==> config.mk <==
export PLATFORM = sky130hd
export DESIGN_NAME = alu_mul_seq_flat
export DESIGN_NICKNAME = d
export VERILOG_FILES = /design/src/rtl/alu_mul_seq_if.sv /design/src/rtl/alu_mul_seq.sv /design/src/flat_wrapper.sv
export SDC_FILE = /design/constraint.sdc
export NUM_CORES = 1
export LEC_CHECK = 0
export CORE_ASPECT_RATIO = 1.25
export CORE_MARGIN = 5
export CORE_UTILIZATION = 40
export DETAILED_ROUTE_END_ITERATION = 10
export HOLD_SLACK_MARGIN = 0.1
export PLACE_DENSITY = 0.67
export SLEW_MARGIN = 20
export SYNTH_ARGS = -nofsm -noshare
export SYNTH_HDL_FRONTEND = slang
export SYNTH_SLANG_ARGS = --single-unit
==> constraint.sdc <==
create_clock -name clk -period 3.2 [get_ports clk]
set_clock_uncertainty 0.15 [all_clocks]
set_input_delay 0.64 -clock clk [delete_from_list [all_inputs] [get_ports clk]]
set_output_delay 0.64 -clock clk [all_outputs]
set_load 0.02 [all_outputs]
==> src/rtl/alu_mul_seq_if.sv <==
// Request/response bus of the ALU sequencer: operands and mode in, registered result and flags out.
// start is honoured only on an edge where ready=1; valid pulses for exactly one cycle once result/flags are updated.
interface alu_mul_seq_if #(
    parameter int WIDTH = 16
);
    logic             start;
    logic             mode;
    logic [1:0]       op;
    logic [WIDTH-1:0] opa;
    logic [WIDTH-1:0] opb;
    logic             ready;
    logic             valid;
    logic [WIDTH-1:0] result;
    logic             zero_f;
    logic             equal_f;

    modport master (
        output start, mode, op, opa, opb,
        input  ready, valid, result, zero_f, equal_f
    );

    modport slave (
        input  start, mode, op, opa, opb,
        output ready, valid, result, zero_f, equal_f
    );
endinterface

==> src/rtl/alu_mul_seq.sv <==
// Initiator for a combinational 2-bit-opcode ALU: either one ALU op, or a shift-add
// multiply (low WIDTH bits) built by iterating ADD on that same ALU.
module alu_mul_seq #(
    parameter int WIDTH      = 16,
    parameter int EARLY_EXIT = 1
) (
    input  logic             clk,
    input  logic             reset,
    alu_mul_seq_if.slave     bus,
    output logic [1:0]       alu_op,
    output logic [WIDTH-1:0] alu_a,
    output logic [WIDTH-1:0] alu_b,
    input  logic [WIDTH-1:0] alu_out,
    input  logic             alu_zero,
    input  logic             alu_equal,
    output logic [1:0]       dbg_state
);
    localparam int CW = (WIDTH > 2) ? $clog2(WIDTH) : 1;
    localparam logic [1:0] K_ADD = 2'd0;

    typedef enum logic [1:0] {S_IDLE = 2'd0, S_RUN = 2'd1, S_DONE = 2'd2} state_t;

    state_t           state;
    logic             ready_r;
    logic             valid_r;
    logic [WIDTH-1:0] result_r;
    logic             zero_r;
    logic             equal_r;
    logic [WIDTH-1:0] acc;
    logic [WIDTH-1:0] mcand;
    logic [WIDTH-1:0] mplier;
    logic [CW-1:0]    cnt;
    logic [WIDTH-1:0] acc_next;
    logic             run_last;

    // Outside RUN the ALU sees the caller's operands so a MODE=0 request completes on the accepting edge.
    always_comb begin
        alu_op = bus.op;
        alu_a  = bus.opa;
        alu_b  = bus.opb;
        if (state == S_RUN) begin
            alu_op = K_ADD;
            alu_a  = acc;
            alu_b  = mcand;
        end
    end

    assign acc_next = mplier[0] ? alu_out : acc;
    assign run_last = ((EARLY_EXIT != 0) && ((mplier >> 1) == '0)) || (cnt == CW'(WIDTH - 1));

    always_ff @(posedge clk) begin
        if (reset) begin
            state    <= S_IDLE;
            ready_r  <= 1'b1;
            valid_r  <= 1'b0;
            result_r <= '0;
            zero_r   <= 1'b0;
            equal_r  <= 1'b0;
            acc      <= '0;
            mcand    <= '0;
            mplier   <= '0;
            cnt      <= '0;
        end else begin
            valid_r <= 1'b0;
            case (state)
                S_IDLE: begin
                    if (bus.start) begin
                        ready_r <= 1'b0;
                        if (!bus.mode) begin
                            result_r <= alu_out;
                            zero_r   <= alu_zero;
                            equal_r  <= alu_equal;
                            valid_r  <= 1'b1;
                            state    <= S_DONE;
                        end else if ((EARLY_EXIT != 0) && (bus.opb == '0)) begin
                            result_r <= '0;
                            zero_r   <= 1'b1;
                            equal_r  <= 1'b0;
                            valid_r  <= 1'b1;
                            state    <= S_DONE;
                        end else begin
                            acc    <= '0;
                            mcand  <= bus.opa;
                            mplier <= bus.opb;
                            cnt    <= '0;
                            state  <= S_RUN;
                        end
                    end
                end
                S_RUN: begin
                    acc    <= acc_next;
                    mcand  <= mcand << 1;
                    mplier <= mplier >> 1;
                    cnt    <= cnt + 1'b1;
                    if (run_last) begin
                        result_r <= acc_next;
                        zero_r   <= (acc_next == '0);
                        equal_r  <= 1'b0;
                        valid_r  <= 1'b1;
                        state    <= S_DONE;
                    end
                end
                S_DONE: begin
                    ready_r <= 1'b1;
                    state   <= S_IDLE;
                end
                default: begin
                    ready_r <= 1'b1;
                    state   <= S_IDLE;
                end
            endcase
        end
    end

    assign bus.ready   = ready_r;
    assign bus.valid   = valid_r;
    assign bus.result  = result_r;
    assign bus.zero_f  = zero_r;
    assign bus.equal_f = equal_r;
    assign dbg_state   = state;
endmodule

==> src/flat_wrapper.sv <==
// flat-port wrapper written by rule: the top's interface ports become plain ports
module alu_mul_seq_flat 
#(
    parameter int WIDTH      = 16,
    parameter int EARLY_EXIT = 1
)
  (clk, reset, alu_op, alu_a, alu_b, alu_out, alu_zero, alu_equal, dbg_state, bus_start, bus_mode, bus_op, bus_opa, bus_opb, bus_ready, bus_valid, bus_result, bus_zero_f, bus_equal_f);
  alu_mul_seq_if #(.WIDTH(WIDTH)) bus_i ();
  input  logic clk;
  input  logic reset;
  output logic [1:0] alu_op;
  output logic [WIDTH-1:0] alu_a;
  output logic [WIDTH-1:0] alu_b;
  input  logic [WIDTH-1:0] alu_out;
  input  logic alu_zero;
  input  logic alu_equal;
  output logic [1:0] dbg_state;
  input wire logic [$bits(bus_i.start)-1:0] bus_start;
  input wire logic [$bits(bus_i.mode)-1:0] bus_mode;
  input wire logic [$bits(bus_i.op)-1:0] bus_op;
  input wire logic [$bits(bus_i.opa)-1:0] bus_opa;
  input wire logic [$bits(bus_i.opb)-1:0] bus_opb;
  output wire logic [$bits(bus_i.ready)-1:0] bus_ready;
  output wire logic [$bits(bus_i.valid)-1:0] bus_valid;
  output wire logic [$bits(bus_i.result)-1:0] bus_result;
  output wire logic [$bits(bus_i.zero_f)-1:0] bus_zero_f;
  output wire logic [$bits(bus_i.equal_f)-1:0] bus_equal_f;
  assign bus_i.start = bus_start;
  assign bus_i.mode = bus_mode;
  assign bus_i.op = bus_op;
  assign bus_i.opa = bus_opa;
  assign bus_i.opb = bus_opb;
  assign bus_ready = bus_i.ready;
  assign bus_valid = bus_i.valid;
  assign bus_result = bus_i.result;
  assign bus_zero_f = bus_i.zero_f;
  assign bus_equal_f = bus_i.equal_f;
  alu_mul_seq #(.WIDTH(WIDTH), .EARLY_EXIT(EARLY_EXIT)) u_core (.clk(clk), .reset(reset), .bus(bus_i), .alu_op(alu_op), .alu_a(alu_a), .alu_b(alu_b), .alu_out(alu_out), .alu_zero(alu_zero), .alu_equal(alu_equal), .dbg_state(dbg_state));
endmodule
==> results.txt <==
The run gives 3 as the maximum level of the CTS H-tree. The footprint of the flip-flops and latches was 1480 µm²; the number of buffers added to fix hold violations after cts was 0. In the detailed route, the total length drawn on met2 is 5820 µm.

TritonCTS built the clock tree. Counting buffers and inverters, the worst setup path is 5 cells deep. The congestion estimate from routability-driven global placement came to 0.809. Global routing finished with a remaining overflow of 0. The post-layout minimum cycle time is 2.99 ns, and the multi-input logic area is 2070 µm².

In the post-route analysis, the smallest setup slack over all paths is 0.207 ns. The run gives 0 as the final-report hold violation count. Derived from the worst setup path, the maximum achievable clock frequency is 334 MHz.

In the final routing, the length of wire on met1 measures 4890 µm. The number of buffers and inverters on the critical path is 2. The critical path endpoint category is an output port. The worst-case IR drop observed on VDD is 0.000271 V. After synthesis, the netlist uses 36 different library cells. The routed wirelength normalized by instance count was 17.5 µm. The cell sitting at the root of the clock tree is a sky130_fd_sc_hd__clkbuf_16. The die is 118 µm tall. For hold timing, the worst endpoint is u_core.bus.ready. The startpoint identified for the worst register-to-register timing path is u_core.dbg_state[0]. For the logic gate share of total power, the log shows 0.242.

The ratio of routed vias to standard cells came out at 5.61. The repair_antennas step left the layout with diodes totalling 0. For this design the ratio of total power to cell area is 531 nW/µm². The destination of the worst register-to-register timing path was u_core.bus.result[4].

For the initial antenna violation count, the log shows 0. The tools report the overall routing resource usage as 0.210. The final route contains 3777 vias.

Summing internal, switching and leakage power gives 2.81 mW. The post-CTS setup repair buffer count came out at 0. Routed signal wires occupy layers up through met4. The hold path depth came out at 1. Clock-pin slew was measured on the worst setup and hold paths at 0.06 ns. The count of nets left with antenna violations once routing finished came out at 0. For the met3 routed wirelength, the log shows 642 µm. Cell family with the largest share of critical-path delay: buffers and inverters.

The number of cells on the worst reg-to-reg path is 6, and the number of buffers added on ports is 111. The number of nets produced by synthesis was 502. The floorplan has 39 rows. The logs give 0.360 for the normalized max-slew margin and 9 for the number of buffers created by CTS. The largest single stage delay on the critical path is 0.60 ns. The sequential-to-total area share from yosys stat is 0.396.

The fraction of the cycle the final worst path needs came out at 0.935. Counting the fill cells in the layout gives 847. The initial core utilization is 0.410, and the share of power burned in registers is 0.372. At the pin with the least slew margin, the transition time is 0.959 ns. The internal power is 2.00 mW, and the relative contribution of the clock network to total power is 0.386. Walking the worst path, the cells encountered are nor2b_4, buf_4, nand2_1, nand2_1, clkdlybuf4s50_1. The core utilization of the finished layout came out at 0.579. Setup repair after global routing left no endpoint under its margin. The die width came out at 96.5 µm.

The filler-free cell count of the finished design was 673; the deepest clock path buffer count was 2. STA classifies the critical path startpoint as a flip-flop. The tools report the data arrival at the endpoint of the critical path as 2.20 ns. The count of endpoints failing setup in the final report is 0, and the post-synthesis to final-layout area growth is 41.4%.

Floorplan die area: 11400 µm². The detailed router finished its first iteration with 191 violations. The worst hold slack is 0.316 ns. The final layout contains routed wiring with a total length of 11700 µm.

The post-place setup slack was 0.281 ns; the post-placement cell area was 4960 µm². The standard cell with the maximum stage delay on the critical path is sky130_fd_sc_hd__clkdlybuf4s50_1. The tools report the hold path startpoint as u_core.bus.ready. The max-slew violation total from the final report is 0.

After synthesis the netlist holds a flip-flop and latch count of 74. The logs give 0 for the number of DRC violations after detailed routing and 5290 µm² for the final standard cell area without fillers. The maximum fanout count along the critical path was 35; the switching share of power was 0.288. In this run the cell area of the synthesized design comes to 3740 µm². Synthesis produced a netlist whose cell count is 445. Detailed placement finished with a half-perimeter wire length of 8650 µm.

The tool flagged a number of max-cap violations equal to 0. The largest net degree at the start of global routing came out at 47. 112 I/O pins were placed. In the final timing run, aggregate negative setup slack is 0 ns.

The worst path required time was 2.41 ns. The setup check on the worst reg-to-reg path leaves a slack of 0.72 ns. CTS saw 74 sinks. The tools report the post-cts gate resize count as 0.

The cell type with the highest occurrence count on the critical path was sky130_fd_sc_hd__nand2_1. For the final net count, the log shows 602. The first TritonRoute pass finished after 5 iterations. The first global-routing pass estimated 19200 µm of wire. The worst hold path belongs to the class reg2reg. The later pin in the worst-skew pair is clocked with a latency of 0.32 ns. After detailed placement, the design holds a cell count of 657.

The net switching power of the design came out at 808 µW. The worst setup path is of the reg2out kind. The leakage component of the power is 1.91 nW.

The ratio of cells with drive above 1 in the final layout works out to 0.135. The average instance in the mapped netlist occupies 8.40 µm². The run finished with clean final reports.

Yosys printed 0 warnings. After floorplanning, the core was sized to cover 9130 µm². The number of global-route vias before repair came out at 3882.
==> routing by layer <==
layer / up-vias / track usage
li1: 1831 / -
met1: 1773 / 0.267
met2: 145 / 0.346
met3: 28 / 0.0301
met4: 0 / 0.0956
met5: - / 0
==> sequential cells by signal, indices dropped and copies added (netlist names) <==
| signal | flops |
|---|---|
| u_core.bus.ready | 1 |
| u_core.bus.zero_f | 1 |
| u_core.cnt | 4 |
| u_core.dbg_state | 2 |
| u_core.bus.result | 16 |
| u_core.mplier | 16 |
| u_core.bus.equal_f | 1 |
| u_core.bus.valid | 1 |
| u_core.mcand | 16 |
| u_core.acc | 16 |
==> final cells by class <==
class                           instances  area share
Multi-Input combinational cell        331       0.392
Sequential cell                        74       0.280
Timing Repair Buffer                  127       0.237
Clock buffer                           11      0.0459
Tap cell                              123      0.0291
Clock inverter                          5      0.0147
Inverter                                2     0.00142
==> worst reg2reg max path, cell delays in order, from the launching register on <==
cell and delay [ns]:
sky130_fd_sc_hd__dfxtp_1 0.49, sky130_fd_sc_hd__nand2b_1 0.30, sky130_fd_sc_hd__buf_4 0.29, sky130_fd_sc_hd__buf_4 0.18, sky130_fd_sc_hd__a21oi_2 0.55, sky130_fd_sc_hd__a22oi_1 0.17, sky130_fd_sc_hd__a211oi_1 0.28
==> cell usage after synthesis (all sizes together) <==
library cell | number | area [µm²]
and2 | 3 | 18.8
a211o | 1 | 8.76
inv | 2 | 7.50
nand3 | 4 | 20.0
nor2 | 26 | 103
nand2b | 3 | 18.8
nand3b | 1 | 7.51
dfxtp | 74 | 1480
nor3 | 25 | 136
o21ai | 5 | 25.0
a21oi | 41 | 228
a21o | 2 | 15.0
nand4 | 2 | 12.5
or3 | 2 | 12.5
a41oi | 1 | 27.5
nor4 | 12 | 135
a22oi | 36 | 270
ha | 1 | 12.5
nor2b | 1 | 6.26
nand2 | 115 | 434
a211oi | 18 | 185
buf | 19 | 114
clkbuf | 19 | 71.3
a311oi | 32 | 387
==> power by group through the flow <==
| stage | registers, mW | logic, mW | clock network (mW) |
|---|---|---|---|
| finish | 1.04 | 0.680 | 1.08 |
| global route | 1.05 | 0.736 | 1.14 |
| CTS | 1.04 | 0.684 | 1.10 |
| detailed placement | 1.06 | 0.682 | 0 |
| global placement | 1.06 | 0.673 | 0 |
| floorplan | 1.08 | 0.369 | 0 |
==> cell families (layout without fill, tap and decap cells) <==
kind of cell    Yosys count  count (layout)  synth area share
compound gates          136             136             0.307
fa+ha+maj                 1               1           0.00335
buf+inv                  40             145            0.0516
flops                    74              74             0.396
simple gates            194             194             0.242
==> how the worst max path moves through the flow <==
stage                              startpoint                 to  slack, ns
after floorplan           u_core.dbg_state[1]          alu_b[10]       0.83
after global placement            bus_opb[11]  u_core.bus.zero_f       0.34
after detailed placement           bus_opb[6]   u_core.mplier[5]       0.28
after CTS                 u_core.dbg_state[0]           alu_b[4]       0.18
after global routing      u_core.dbg_state[0]           alu_b[4]       0.05
final                     u_core.dbg_state[0]           alu_b[6]       0.21
==> layout by cell type, fill, tap and decap left out, drive strengths merged, types with 2 or more instances in the layout <==
master and instances:
nand2 115, dfxtp 74, buf 17, nand2b 3, nor4 12, o21ai 5, or3 2, a211oi 18
clkbuf 11, bufinv 2, and2 3, clkdlybuf4s50 110, inv 2, nor3 25, a311oi 32, a22oi 36
a21oi 41, nor2 26, nand3 4, clkinv 2, a21o 2, nand4 2
(Power assumes the default switching activity.)
